--- src/rtl/mysum_multi.sv ---
// NCHAN-channel Avalon-MM byte-sum accumulator (wrap/saturate, sticky overflow).
// Read data registered, 1-cycle latency; no waitrequest, every access completes when presented.
module mysum_multi #(
    parameter  int NCHAN  = 4,
    parameter  int DATA_W = 32,
    parameter  int ACC_W  = 32,
    localparam int NB     = DATA_W / 8,
    localparam int ADDR_W = $clog2(NCHAN) + 2
) (
    input  logic              clk,
    input  logic              reset_n,
    input  logic [ADDR_W-1:0] address,
    input  logic              read,
    output logic [DATA_W-1:0] readdata,
    output logic              readdatavalid,
    input  logic              write,
    input  logic [DATA_W-1:0] writedata,
    input  logic [NB-1:0]     byteenable
);
    localparam int CH_W = (NCHAN > 1) ? $clog2(NCHAN) : 1;
    localparam int BS_W = 8 + $clog2(NB);
    localparam int PC_W = $clog2(NB + 1);
    localparam logic [ACC_W-1:0] ONES = '1;

    logic [ACC_W-1:0]  acc_q [NCHAN];
    logic [ACC_W-1:0]  acc_d [NCHAN];
    logic [ACC_W-1:0]  cnt_q [NCHAN];
    logic [ACC_W-1:0]  cnt_d [NCHAN];
    logic [NCHAN-1:0]  sat_q, sat_d;
    logic [NCHAN-1:0]  ovf_q, ovf_d;
    logic [DATA_W-1:0] rdata_q, rdata_d;
    logic              rvld_q, rvld_d;

    logic [CH_W-1:0]   sel;
    logic [1:0]        rsel;
    logic [BS_W-1:0]   bsum;
    logic [PC_W-1:0]   pcnt;
    logic [ACC_W:0]    acc_sum;
    logic [ACC_W:0]    cnt_sum;

    assign sel  = CH_W'(address >> 2);
    assign rsel = address[1:0];

    // Lane sum is wide enough that it can never lose a carry.
    always_comb begin
        bsum = '0;
        pcnt = '0;
        for (int i = 0; i < NB; i++) begin
            if (byteenable[i]) begin
                bsum = bsum + BS_W'(writedata[8*i +: 8]);
                pcnt = pcnt + PC_W'(1);
            end
        end
        acc_sum = {1'b0, acc_q[sel]} + (ACC_W+1)'(bsum);
        cnt_sum = {1'b0, cnt_q[sel]} + (ACC_W+1)'(pcnt);
    end

    always_comb begin
        acc_d   = acc_q;
        cnt_d   = cnt_q;
        sat_d   = sat_q;
        ovf_d   = ovf_q;
        rdata_d = '0;
        rvld_d  = 1'b0;
        if (write) begin
            case (rsel)
                2'd0: begin
                    if (acc_sum[ACC_W]) begin
                        acc_d[sel] = sat_q[sel] ? ONES : acc_sum[ACC_W-1:0];
                        ovf_d[sel] = 1'b1;
                    end else begin
                        acc_d[sel] = acc_sum[ACC_W-1:0];
                    end
                    cnt_d[sel] = cnt_sum[ACC_W] ? ONES : cnt_sum[ACC_W-1:0];
                end
                2'd1: begin
                    acc_d[sel] = '0;
                    cnt_d[sel] = '0;
                    ovf_d[sel] = 1'b0;
                end
                2'd3: begin
                    sat_d[sel] = writedata[0];
                    if (writedata[1]) ovf_d[sel] = 1'b0;
                end
                default: ;
            endcase
        end else if (read) begin
            // A read coinciding with a write is dropped; only a lone read responds.
            rvld_d = 1'b1;
            case (rsel)
                2'd0:    rdata_d = DATA_W'(acc_q[sel]);
                2'd2:    rdata_d = DATA_W'(cnt_q[sel]);
                2'd3:    rdata_d = DATA_W'({ovf_q[sel], sat_q[sel]});
                default: rdata_d = '0;
            endcase
        end
    end

    always_ff @(posedge clk or negedge reset_n) begin
        if (!reset_n) begin
            for (int c = 0; c < NCHAN; c++) begin
                acc_q[c] <= '0;
                cnt_q[c] <= '0;
            end
            sat_q   <= '0;
            ovf_q   <= '0;
            rdata_q <= '0;
            rvld_q  <= 1'b0;
        end else begin
            acc_q   <= acc_d;
            cnt_q   <= cnt_d;
            sat_q   <= sat_d;
            ovf_q   <= ovf_d;
            rdata_q <= rdata_d;
            rvld_q  <= rvld_d;
        end
    end

    assign readdata      = rdata_q;
    assign readdatavalid = rvld_q;
endmodule

--- config.mk ---
export PLATFORM = sky130hd
export DESIGN_NAME = mysum_multi
export DESIGN_NICKNAME = d
export VERILOG_FILES = /design/src/rtl/mysum_multi.sv
export SDC_FILE = /design/constraint.sdc
export NUM_CORES = 1
export LEC_CHECK = 0
export CAP_MARGIN = 40
export CORE_ASPECT_RATIO = 0.6
export CORE_MARGIN = 3
export CORE_UTILIZATION = 55
export DETAILED_ROUTE_END_ITERATION = 6
export PLACE_DENSITY = 0.82
export SLEW_MARGIN = 20
export SYNTH_ARGS = -nofsm -noshare
export SYNTH_HDL_FRONTEND = slang
export SYNTH_SLANG_ARGS = --single-unit
--- constraint.sdc ---
create_clock -name clk -period 3.2 [get_ports clk]
set_clock_uncertainty 0.1 [all_clocks]
set_input_delay 0.48 -clock clk [delete_from_list [all_inputs] [get_ports clk]]
set_output_delay 0.48 -clock clk [all_outputs]
set_load 0.01 [all_outputs]
* Yosys cells after proc, flatten, opt, wreduce, memory -nomap -nowiden *
Cells that the tools add are included.

word-level totals
  flip-flop bits (word level) = 297
  bits of input ports = 44
  output and inout port bits = 33

operators by class
  bitwise operators = 7
  equal/unequal tests = 5
  reduce and logical (&&, ||, !) cells = 8
  $lt $le $gt $ge = 4
  add/sub/neg operators = 8
  mux-type cells = 39

operator list
  kind                                          count
  case mux 128 bit (2 select lines)             2
  bitwise mux 128 bit                           3
  two-way mux 32 bit                            9
  bitwise AND 128 bit                           2
  binary-select mux 32 bit (select 2 bit)       2
  two-way mux 128 bit                           1
  inverter 128 bit                              1
  case mux 32 bit (3 select lines)              1
  demux 32 bit (select 2 bit)                   1
  adder 32 x 10 -> 33 bit                       1
  adder 32 x 3 -> 33 bit                        1
  adder 10 x 8 -> 10 bit                        2
  two-way mux 10 bit                            2
  case mux 4 bit (3 select lines)               1
  adder 3 x 1 -> 3 bit (second input constant)  3
  adder 8 x 8 -> 9 bit                          1
  two-way mux 3 bit                             3
  two-way mux 9 bit                             1
  two-way mux 4 bit                             2
  two-way mux 8 bit                             1
  two-way mux 1 bit                             6
  bitwise AND 4 bit                             1
  binary-select mux 1 bit (select 2 bit)        2
  bitwise mux 4 bit                             1
  other kinds (17)                              21

* Longest topological paths before layout *
Gate-level depths: netlist of the first run.

  depth in word-level cells = 12
  mapped depth = 32
  mapped depth without buffers = 30

* Least setup slack after synthesis of the first run *
OpenSTA, ideal clock, no wires.

  kind = in2reg
  start = input port byteenable[0]
  end = register acc_q[112] in the netlist's numbering
  setup time = 0.132 ns
  arrival = 6.510 ns
  stages = 30
  path slack = -3.542 ns
  path buffers = 2
  required time = 2.968 ns
  path through = clkbuf_1 > and2_1 > ha_1 > fa_1 > maj3_1 > a22oi_1 > xor2_1 > mux2i_1 > ha_1 > o21a_1 > o31a_1 > a21oi_1 > mux2_2 > ha_1 > nor3_1 > nor2_1 > a31oi_1 > xnor2_1 > nor2_1 > a31oi_1 > a21boi_0 > ha_1 > a21o_1 > a21o_1 > or4b_1 > and2_0 > clkbuf_1 > a41o_1 > a21oi_1 > o21ai_0

on the way
  word-level cells in the longest chain between the ends = 12
  elaborated cells between the ends (all ways) = 13

ends and longest elaborated chain
  what                                   RTL line  RTL
  from (decl)                            18        input logic [NB-1:0] byteenable
  two-way mux 8 bit (*)                  49        if (byteenable[i]) begin
  adder 8 x 8 -> 9 bit                   50        bsum = bsum + BS_W'(writedata[8*i +: 8]);
  two-way mux 9 bit (*)                  49
  adder 10 x 8 -> 10 bit                 50
  two-way mux 10 bit (*)                 49
  adder 10 x 8 -> 10 bit                 50
  two-way mux 10 bit (*)                 49
  adder 32 x 10 -> 33 bit (*)            54        acc_sum = {1'b0, acc_q[sel]} + (ACC_W+1)'(bsum);
  two-way mux 32 bit                     69        acc_d[sel] = sat_q[sel] ? ONES : acc_sum[ACC_W-1:0];
  bitwise mux 128 bit                    69
  two-way mux 128 bit (*)                68        if (acc_sum[ACC_W]) begin
  case mux 128 bit (2 select lines) (*)  66        case (rsel)
  to (signal, indexed assignment)        102       acc_q[c] <= '0;
  to (signal assigned)                   110       acc_q <= acc_d;
  to (decl)                              25        logic [ACC_W-1:0] acc_q [NCHAN];

Mark *: on every way between the ends. The rest lies on a longest branch, timed or not.
A chain may end at the register's enable or synchronous reset.

* Worst setup path in the final report of the first run *
  start = input port byteenable[0]
  end = register acc_q[125] in the netlist's numbering

Same word-level chain as after synthesis.

==> results of run 1 <==
-- sequential cells by signal (all words and copies together), names as in the netlist, named ones only --
name / cells
acc_q: 128
readdata: 32
cnt_q: 128
sat_q: 4
readdatavalid: 1
-- placed cells by master (no fill, tap or decap), types with 12 or more instances in the layout --
| cell type | count |
|---|---|
| ha_1 | 27 |
| mux4_1 | 24 |
| xor2_1 | 14 |
| o21ai_2 | 29 |
| clkbuf_16 | 29 |
| nor2_4 | 12 |
| clkdlybuf4s50_1 | 65 |
| nand2_4 | 14 |
| nand2_1 | 176 |
| buf_4 | 262 |
| o21ai_0 | 48 |
| inv_1 | 27 |
| dfrtp_1 | 297 |
| nand3_1 | 17 |
| nor2_1 | 81 |
| o211ai_1 | 20 |
| mux4_2 | 37 |
| xnor2_1 | 18 |
| buf_6 | 38 |
| mux2i_1 | 36 |
| mux2_2 | 13 |
| buf_12 | 19 |
| a21oi_1 | 37 |
| xnor2_2 | 12 |
| o21ai_1 | 73 |
| a22o_1 | 114 |
-- logic make-up (layout without fill, tap and decap cells) --
kind of cell | after synthesis | after routing | share of synthesized area
flops | 297 | 297 | 0.458
fa+ha+maj | 45 | 45 | 0.0367
xor+xnor | 54 | 54 | 0.0291
mux | 117 | 117 | 0.129
compound gates | 432 | 432 | 0.179
simple gates | 447 | 447 | 0.131
buf+inv | 123 | 475 | 0.0374
-- layout make-up --
cell class	count	area, sq um	area share
Sequential cell	297	7430	0.333
Inverter	31	120	0.00539
Tap cell	400	500	0.0225
Clock inverter	10	78.8	0.00354
Timing Repair Buffer	393	3520	0.158
Multi-Input combinational cell	1095	9800	0.440
Clock buffer	41	841	0.0377
-- through the flow --
stage	std cells	setup TNS, ns	utilization	area, sq um
after floorplan	1515	-384.77	-	17000
after global placement	2174	-580.91	0.690	19900
after detailed placement	2174	-627.43	0.690	19900
after CTS	2249	-362.78	0.747	21600
after global routing	2267	-449.92	0.772	22300
final	2267	-414.72	0.772	22300
-- routing by layer --
metal  wire length [um]  vias up  track usage  share of wire
li1                   -     6263            -              -
met3               9750      458        0.145           0.15
met2              26900     1520        0.539           0.42
met5                  9        -            0        0.00014
met1              22900     7732        0.482           0.36
met4               4010        2        0.156          0.063
-- power groups by stage --
stage	Clock [mW]	Combinational (mW)	Sequential [mW]
2_1_floorplan	0	2.91	4.58
3_3_place_gp	0	4.64	4.65
3_5_place_dp	0	4.81	4.68
4_1_cts	3.41	5.21	4.63
5_1_grt	3.60	6.34	4.73
6_report	3.46	6.10	4.68
-- repair_timing --
action / 4_1_cts / 5_1_grt
setup buffers: 26 / 23
endpoints found under the setup margin: 260 / 255
gates resized for setup: 138 / 120
hold buffers: 1 / 0
endpoints found under the hold margin: 78 / 0
pin swaps: 83 / 77
-- critical path: cells and delay by family --
family | cells | cell delay (ns)
AND/OR/NAND/NOR | 6 | 1.11
buffers and inverters | 6 | 0.89
adder cells (fa/ha/maj) | 5 | 1.77
XOR/XNOR | 3 | 0.50
AO/OA/AOI/OAI | 10 | 2.13
-- worst max-delay path by stage --
stage                        from    endpoint  cells past startpoint  slack [ns]
global route        byteenable[0]  acc_q[125]                     31       -3.46
floorplan           byteenable[0]  acc_q[118]                     30       -2.97
global placement    byteenable[0]   acc_q[74]                     28       -3.62
finish              byteenable[0]  acc_q[125]                     30       -3.27
detailed placement  byteenable[0]   acc_q[74]                     30       -3.92
CTS                  writedata[0]   acc_q[16]                     30       -2.88
==> flow_metrics.py, run 1 <==
metrics = {
    "clocking": {
        "cts_root_buffer": "clkbuf_16",
        "clk_pin_slew_worst_paths_ns": 0.07,
        "clkLatencyLatePin_ns": 0.58,
        "htreeDepth": 1,
        "cts_tree": "done",
        "cts_num_sinks": 297,
        "numCtsBuffers": 28,
        "clockBufferDepth": 3,
    },
    "global_routing": {
        "antenna_found_initial": 1,
        "grt_pass1_wl_mm": 90.7,
        "grt_pass1_vias": 15800,
        "grt.overflow.total": 0,
        "grt_usage": 0.365,
        "grt_max_degree": 86,
    },
    "layout": {
        "fin_nets": 1933,
        "n_fill_cell": 1551,
        "drive_above_1_share": 0.359,
        "num_antenna_cells": 0,
        "area_delta_synth_final_pct": 37.2,
    },
    "yosys": {
        "netlist_instances": 1515,
        "synth_warnings": 0,
        "seq_area_frac_synth": 0.458,
        "synth_common_cells": "dfrtp_1 (297), nand2_1 (196), o21ai_0 (152), a22o_1 (114), nor2_1 (103)",
        "async_reset_ff_frac": 1.00,
        "syn_avg_cell_area_sq_um": 10.7,
        "synth_edf_count": 0,
        "yosysTopAreaCellShare": 0.458,
        "synth_nets": 1602,
        "dominantRegCellSynth": "dfrtp_1",
        "ys_ff_latch": 297,
        "netlist_top_cells_area": "dfrtp_1 (46%), a22o_1 (6.1%), mux4_2 (5.1%)",
        "synth_area_leader_cell": "dfrtp_1",
        "yosysUniqueCellTypes": 84,
        "syn_area_sq_um": 16200,
        "synth_most_common_cell": "dfrtp_1",
    },
    "worst_setup_path": {
        "r2r_end": "acc_q[27]",
        "rrSetupSlack_ns": -0.49,
        "crit_path_end_kind": "flip-flop",
        "crit_top_cell": "buf_4",
        "crit_fanout": 4,
        "arrival_ns": 6.89,
        "r2r-start": "acc_q[0]",
        "worstSetupPathType": "in -> reg",
        "cp_slowest_cell": "fa_2",
        "slowest_delay_ns": 0.56,
        "r2r_cells": 12,
        "setup.worst_path.start_class": "input pin",
        "critical_path_required_ns": 3.61,
    },
    "timing": {
        "setup_viol": 218,
        "layout_setup_ws_ns": -3.27,
        "slew_headroom": 0.425,
        "post-route-period-util": 2.02,
        "finalCriticalPeriod_ns": 6.47,
        "maxSlewViolCount": 0,
        "hold_viol": 0,
        "worst_slew_pin_slew_ns": 0.854,
        "rsz0062_at_grt": "true",
        "fmax_mhz": 154,
        "holdWs_ns": 0.147,
    },
    "power": {
        "combPwrFrac": 0.428,
        "p_leak_nw": 10.1,
        "power.switching_mw": 5.27,
        "peakVddDrop_uv": 462,
        "total_power_mw": 14.2,
        "switching_share": 0.370,
        "p_int_mw": 8.97,
        "p_per_area_nw_per_um2": 639,
        "clkPwrFrac": 0.243,
        "p_seq_frac": 0.328,
    },
    "place": {
        "dp_hpwl_mm": 37.8,
        "place.gp.congestion": 0.975,
        "numPortBuffers": 76,
        "dp_slack_ns": -3.92,
    },
    "floorplan": {
        "dieWidth_um": 228,
        "core.rowCount": 48,
        "dieArea_sq_um": 31700,
        "die_h_um": 139,
        "io_pins": 77,
        "start_util": 0.562,
        "core_sq_um": 28900,
    },
    "outcome": {
        "violations": "DRC, setup timing",
        "status": "complete, but fails checks",
    },
    "hold_path": {
        "hold_class": "in -> reg",
        "hp-start": "writedata[0]",
        "hold_depth": 3,
        "worst_hold_path.endpoint": "sat_q[1]",
    },
    "drt": {
        "first_iter_violations": 2541,
        "via_per_inst": 7.05,
        "drc_errors": 4,
        "routed_wl_mm": 63.6,
        "dr.pass1.iters": 7,
        "num_vias": 16000,
        "drtAntennaViolNets": 0,
        "wire_per_inst_um": 28.1,
    },
    "job": {
        "maxCapViolations": 0,
    },
}
Note: power is estimated with default switching activity, not from simulation.
==> run 2, diff against run 1 <==
Settings changed: CORE_ASPECT_RATIO 0.6 to 0.5, CORE_UTILIZATION 55 to 40, PLACE_DENSITY 0.82 to 0.64.
==> run 2 against run 1 <==
Effect of this change:
- the run ends with setup timing left
- non-clock buffer count rose by 18
- cell count rose by 6.6%
- clock power up 12%
- critical path depth increased by 2
- register-to-register slack better by 0.27 ns
- total power decreased by 1.0%
- wire length shrank 17%
- critical path type unchanged
==> flow_metrics.py, run 2 (synthesized netlist as in run 1, its figures left out) <==
metrics = {
    "outcome": {
        "status": "complete, but fails checks",
        "violations": "setup timing",
    },
    "hold_path": {
        "hp-start": "writedata[0]",
        "hold_class": "in -> reg",
    },
    "drt": {
        "dr.pass1.iters": 5,
        "via_per_inst": 5.79,
        "first_iter_violations": 1192,
        "drc_errors": 0,
        "drtAntennaViolNets": 0,
        "num_vias": 14000,
        "wire_per_inst_um": 21.8,
        "routed_wl_mm": 52.6,
    },
    "worst_setup_path": {
        "r2r-start": "acc_q[2]",
        "crit_fanout": 4,
        "setup.worst_path.start": "writedata[0]",
        "critical_path_required_ns": 3.55,
        "slowest_delay_ns": 0.58,
        "cp_slowest_cell": "or4b_4",
        "crit_path_end_kind": "flip-flop",
        "worstSetupPathType": "in -> reg",
        "setup.worst_path.start_class": "input pin",
        "arrival_ns": 6.28,
        "crit_top_cell": "nor2_1",
    },
    "timing": {
        "setup_viol": 242,
        "maxSlewViolCount": 0,
        "worst_slew_pin_slew_ns": 0.944,
        "post-route-period-util": 1.85,
        "fmax_mhz": 169,
        "finalCriticalPeriod_ns": 5.92,
        "rsz0062_at_grt": "true",
        "setup_tns_ns": -352.74,
        "layout_setup_ws_ns": -2.72,
        "slew_headroom": 0.371,
        "hold_viol": 0,
    },
    "layout": {
        "n_fill_cell": 3137,
        "layout_commonest_cell": "dfrtp_1",
        "final_cells": 2416,
        "fin_nets": 1951,
        "num_antenna_cells": 0,
        "layout_common_cells": "dfrtp_1 (297), buf_4 (272), nand2_1 (174), a22o_1 (114), nor2_1 (78)",
        "drive_above_1_share": 0.379,
        "area_delta_synth_final_pct": 41.9,
    },
    "clocking": {
        "htreeDepth": 1,
        "cts_root_buffer": "clkbuf_16",
        "clkLatencyLatePin_ns": 0.56,
        "cts_num_sinks": 297,
        "numCtsBuffers": 28,
        "clockBufferDepth": 3,
        "clk_pin_slew_worst_paths_ns": 0.07,
        "cts_tree": "done",
    },
    "floorplan": {
        "dieWidth_um": 291,
        "core_sq_um": 39500,
        "die_h_um": 148,
        "io_pins": 77,
        "core.rowCount": 51,
        "start_util": 0.411,
        "dieArea_sq_um": 43200,
    },
    "global_routing": {
        "grt.overflow.total": 0,
        "antenna_found_initial": 0,
        "grt_pass1_wl_mm": 82.9,
        "grt_pass1_vias": 14500,
        "grt_usage": 0.241,
        "grt_max_degree": 74,
    },
    "power": {
        "peakVddDrop_uv": 383,
        "p_per_area_nw_per_um2": 612,
        "total_power_mw": 14.1,
        "p_leak_nw": 10.3,
    },
    "place": {
        "place_inst": 2322,
        "dp_hpwl_mm": 35.1,
        "place.gp.congestion": 0.890,
        "numPortBuffers": 76,
    },
    "job": {
        "maxCapViolations": 0,
    },
}
==> run 2: cell types whose count changed in the layout (fill, tap and decap cells not counted), moves of 6 or more <==
cell and delta:
a21oi_2 +6, buf_4 +10, bufinv_16 +7, o21ai_0 -14, o21ai_2 +13
==> run 2: where the power goes <==
part	total, mW	leakage, nW	internal, mW	switching (mW)
clock network	3.88	0.518	2.37	1.52
registers	4.62	3.96	4.33	0.293
logic	5.60	5.86	2.77	2.83
==> run 2: layout make-up <==
cell class,instances,area [sq um],share of cell area
clock buffer,34,774,0.0336
clock inverter,18,300,0.0130
inverter,31,120,0.00521
multi-input combinational,1095,10000,0.435
sequential,297,7430,0.323
tap,530,663,0.0288
timing repair buffer,411,3720,0.161
==> run 2: what timing repair did <==
| item | CTS | global route |
|---|---|---|
| endpoints found under the hold margin | 64 | 0 |
| pin swaps | 109 | 102 |
| buffers inserted | 28 | 29 |
| gates resized for setup | 160 | 161 |
| hold buffers | 1 | 0 |
| gates cloned | 2 | 0 |
| setup endpoints to repair | 260 | 242 |
==> run 2: critical path: cells and delay by family <==
kind	cells	cell delay, ns
xor+xnor	3	0.54
fa+ha+maj	6	1.74
mux	1	0.12
simple gates	11	1.63
buf+inv	3	0.36
compound gates	8	1.40
==> run 2: worst paths after layout <==
check | endpoint | slack, ns | cells after the start
worst min register to register | cnt_q[67] | 0.38 | 2
min in group asynchronous | readdata[7] | 0.37 | 2
worst min-delay path | sat_q[0] | 0.18 | 3
max in group asynchronous | readdata[20] | 1.79 | 3
worst max register to register | acc_q[125] | -0.22 | 9
worst max-delay path | acc_q[27] | -2.72 | 32
==> run 2: per-stage QoR <==
| step | utilization | worst slack, ns | area (sq um) | hold slack (ns) |
|---|---|---|---|---|
| 6_report | 0.583 | -2.72 | 23000 | 0.179 |
| 5_1_grt | 0.583 | -3.01 | 23000 | 0.169 |
| 4_1_cts | 0.563 | -2.60 | 22200 | 0.166 |
| 3_5_place_dp | 0.514 | -3.72 | 20300 | 0.359 |
| 3_3_place_gp | 0.513 | -3.61 | 20300 | 0.355 |
| 2_1_floorplan | - | -2.97 | 17000 | 0.0844 |
==> run 2: routing by layer <==
metal,vias up,GRT usage,part of all wire
li1,6294,-,-
met1,7085,0.337,0.44
met2,502,0.398,0.46
met3,110,0.0372,0.071
met4,0,0.0621,0.028
met5,-,0,0
==> run 3, diff against run 2 <==
Settings changed: ABC_AREA set to 1.
==> run 3 against run 2 <==
Effect of this change:
- the flow still finishes with violations (setup timing)
- clock power is 12% lower
- cell area is 3.2% higher
- area after synthesis is 8.1% higher
- first-iteration DRC count is 58% higher
- combinational power is 16% lower
- maximum frequency is 17% higher
- critical path depth is 6 higher
- worst setup slack better by 0.84 ns
- sequential share of layout area is 1.0 points lower
- flip-flop and latch count stayed put
- critical endpoint is now acc_q[62]
- largest cell class unchanged
==> flow_metrics.py, run 3 <==
metrics = {
    "outcome": {
        "status": "complete, but fails checks",
        "violations": "setup timing",
    },
    "timing": {
        "fmax_mhz": 197,
        "slew_headroom": 0.446,
        "hold_viol": 0,
        "post-route-period-util": 1.59,
        "worst_slew_pin_slew_ns": 0.829,
        "finalCriticalPeriod_ns": 5.08,
        "setup_viol": 132,
        "layout_setup_ws_ns": -1.88,
        "rsz0062_at_grt": "true",
        "maxSlewViolCount": 0,
    },
    "yosys": {
        "yosysTopAreaCellShare": 0.423,
        "synth_common_cells": "nand2_1 (1138), dfrtp_1 (297), nand3_1 (258), nor2_1 (147), inv_1 (134)",
        "synth_nets": 2607,
        "yosysUniqueCellTypes": 44,
        "ys_ff_latch": 297,
        "synth_area_leader_cell": "dfrtp_1",
        "synth_warnings": 0,
        "synth_edf_count": 0,
        "netlist_top_cells_area": "dfrtp_1 (42%), nand2_1 (24%), nand3_1 (7.4%)",
        "dominantRegCellSynth": "dfrtp_1",
        "async_reset_ff_frac": 1.00,
        "netlist_instances": 2520,
        "syn_avg_cell_area_sq_um": 6.97,
        "synth_most_common_cell": "nand2_1",
        "seq_area_frac_synth": 0.423,
        "syn_area_sq_um": 17600,
    },
    "job": {
        "maxCapViolations": 0,
    },
    "layout": {
        "layout_commonest_cell": "nand2_1",
        "area_delta_synth_final_pct": 35.4,
        "final_cells": 3439,
        "fin_nets": 2928,
        "num_antenna_cells": 0,
        "n_fill_cell": 3862,
        "final-seq-area_sq_um": 7430,
        "multi_input_area_sq_um": 10400,
        "layout_common_cells": "nand2_1 (1074), buf_4 (302), dfrtp_1 (297), nand3_1 (201), nor2_1 (135)",
        "drive_above_1_share": 0.244,
    },
    "global_routing": {
        "grt_pass1_vias": 17400,
        "antenna_found_initial": 0,
        "grt.overflow.total": 0,
        "grt_pass1_wl_mm": 95.2,
        "grt_max_degree": 96,
        "grt_usage": 0.256,
    },
    "clocking": {
        "clk_pin_slew_worst_paths_ns": 0.07,
        "cts_root_buffer": "clkbuf_16",
        "clkLatencyLatePin_ns": 0.58,
        "numCtsBuffers": 29,
        "clockBufferDepth": 3,
        "cts_num_sinks": 297,
        "htreeDepth": 1,
        "cts_tree": "done",
    },
    "drt": {
        "first_iter_violations": 1886,
        "via_per_inst": 5.28,
        "num_vias": 18200,
        "wire_per_inst_um": 17.5,
        "drc_errors": 0,
        "dr.pass1.iters": 6,
        "routed_wl_mm": 60.1,
        "drtAntennaViolNets": 0,
    },
    "worst_setup_path": {
        "crit_top_cell": "nand2_1",
        "cp_slowest_cell": "fa_2",
        "arrival_ns": 5.50,
        "setup.worst_path.start_class": "input pin",
        "crit_path_end_kind": "flip-flop",
        "worstSetupPathType": "in -> reg",
        "cp_top_family": "adder cells",
        "slowest_delay_ns": 0.52,
        "rrSetupSlack_ns": 0.33,
        "crit_buf_inv": 8,
        "critical_path_required_ns": 3.62,
        "crit_fanout": 7,
        "setup.worst_path.start": "writedata[0]",
        "r2r-start": "acc_q[97]",
    },
    "power": {
        "p_per_area_nw_per_um2": 543,
        "total_power_mw": 12.9,
        "peakVddDrop_uv": 386,
        "p_leak_nw": 12.3,
    },
    "place": {
        "place_inst": 3338,
        "numPortBuffers": 76,
        "place.gp.congestion": 0.925,
        "dp_hpwl_mm": 39.5,
    },
    "floorplan": {
        "dieWidth_um": 302,
        "core_sq_um": 42600,
        "core.rowCount": 53,
        "dieArea_sq_um": 46600,
        "io_pins": 77,
        "start_util": 0.412,
        "die_h_um": 154,
    },
    "hold_path": {
        "hold_class": "in -> reg",
        "hp-start": "writedata[0]",
    },
}
## run 3: cell count changes after synthesis, moves of 44 or more
cell	delta
nand2_1	+942
o21ai_1	+69
nor2_1	+44
nand3_1	+229
a22o_1	-113
inv_1	+105
o21ai_0	-100
## run 3: cell families after synthesis
logic type                 after synthesis  synth area share
AOI/OAI and AO/OA                      246            0.0765
xor gates and xnor gates                38            0.0190
adders and majority gates               43            0.0328
buffers and inverters                  269            0.0637
DFF                                    297             0.423
and+or+nand+nor                       1627             0.385
## run 3: path summary, 6_finish.rpt
path / end / cells after the start
min in group asynchronous: cnt_q[14] / 2
worst min-delay path: sat_q[2] / 4
max in group asynchronous: acc_q[74] / 3
worst min register to register: acc_q[117] / 2
worst max-delay path: acc_q[62] / 38
worst max register to register: acc_q[93] / 16
## run 3: worst min-delay path: stages
cell and delay, ns:
buf_8 0.08, buf_4 0.10, inv_1 0.07, a31oi_1 0.13
## run 3: layout make-up
class / count / share of cell area
clock buffers: 35 / 0.0319
clock inverters: 17 / 0.00674
inverters: 143 / 0.0229
multi-input cells: 1954 / 0.439
flip-flops and latches: 297 / 0.313
well taps: 577 / 0.0304
repair buffers: 416 / 0.156
## run 3: stage by stage
stage / cell area, sq um / hold slack (ns) / utilization / setup WS [ns] / setup TNS (ns)
2_1_floorplan: 17800 / 0.0844 / - / -2.16 / -280.23
3_3_place_gp: 21000 / 0.359 / 0.492 / -2.85 / -519.86
3_5_place_dp: 21100 / 0.359 / 0.494 / -2.97 / -540.25
4_1_cts: 23000 / 0.224 / 0.541 / -1.86 / -305.41
5_1_grt: 23800 / 0.233 / 0.558 / -2.14 / -274.93
6_report: 23800 / 0.231 / 0.558 / -1.88 / -240.03
## run 3: power breakdown
group          internal (mW)  switching, mW
combinational           2.03           2.69
sequential              4.41          0.349
clock                   1.86           1.58
total                   8.30           4.61
## run 3: per-layer routing
metal	vias up	track usage	part of all wire	routed length, um
met5	-	0	0	0
li1	8690	-	-	-
met1	8636	0.373	0.44	26700
met2	729	0.398	0.45	26800
met3	106	0.0452	0.087	5210
met4	0	0.0527	0.022	1330
## run 3: what timing repair did
item                                   in CTS  in global routing
cloned                                      4                  1
endpoints found under the hold margin      63                  0
resized for setup                         176                150
setup endpoints to repair                 260                260
pin swaps                                  85                 98
hold buffers                                1                  0
buffers inserted                           34                 10
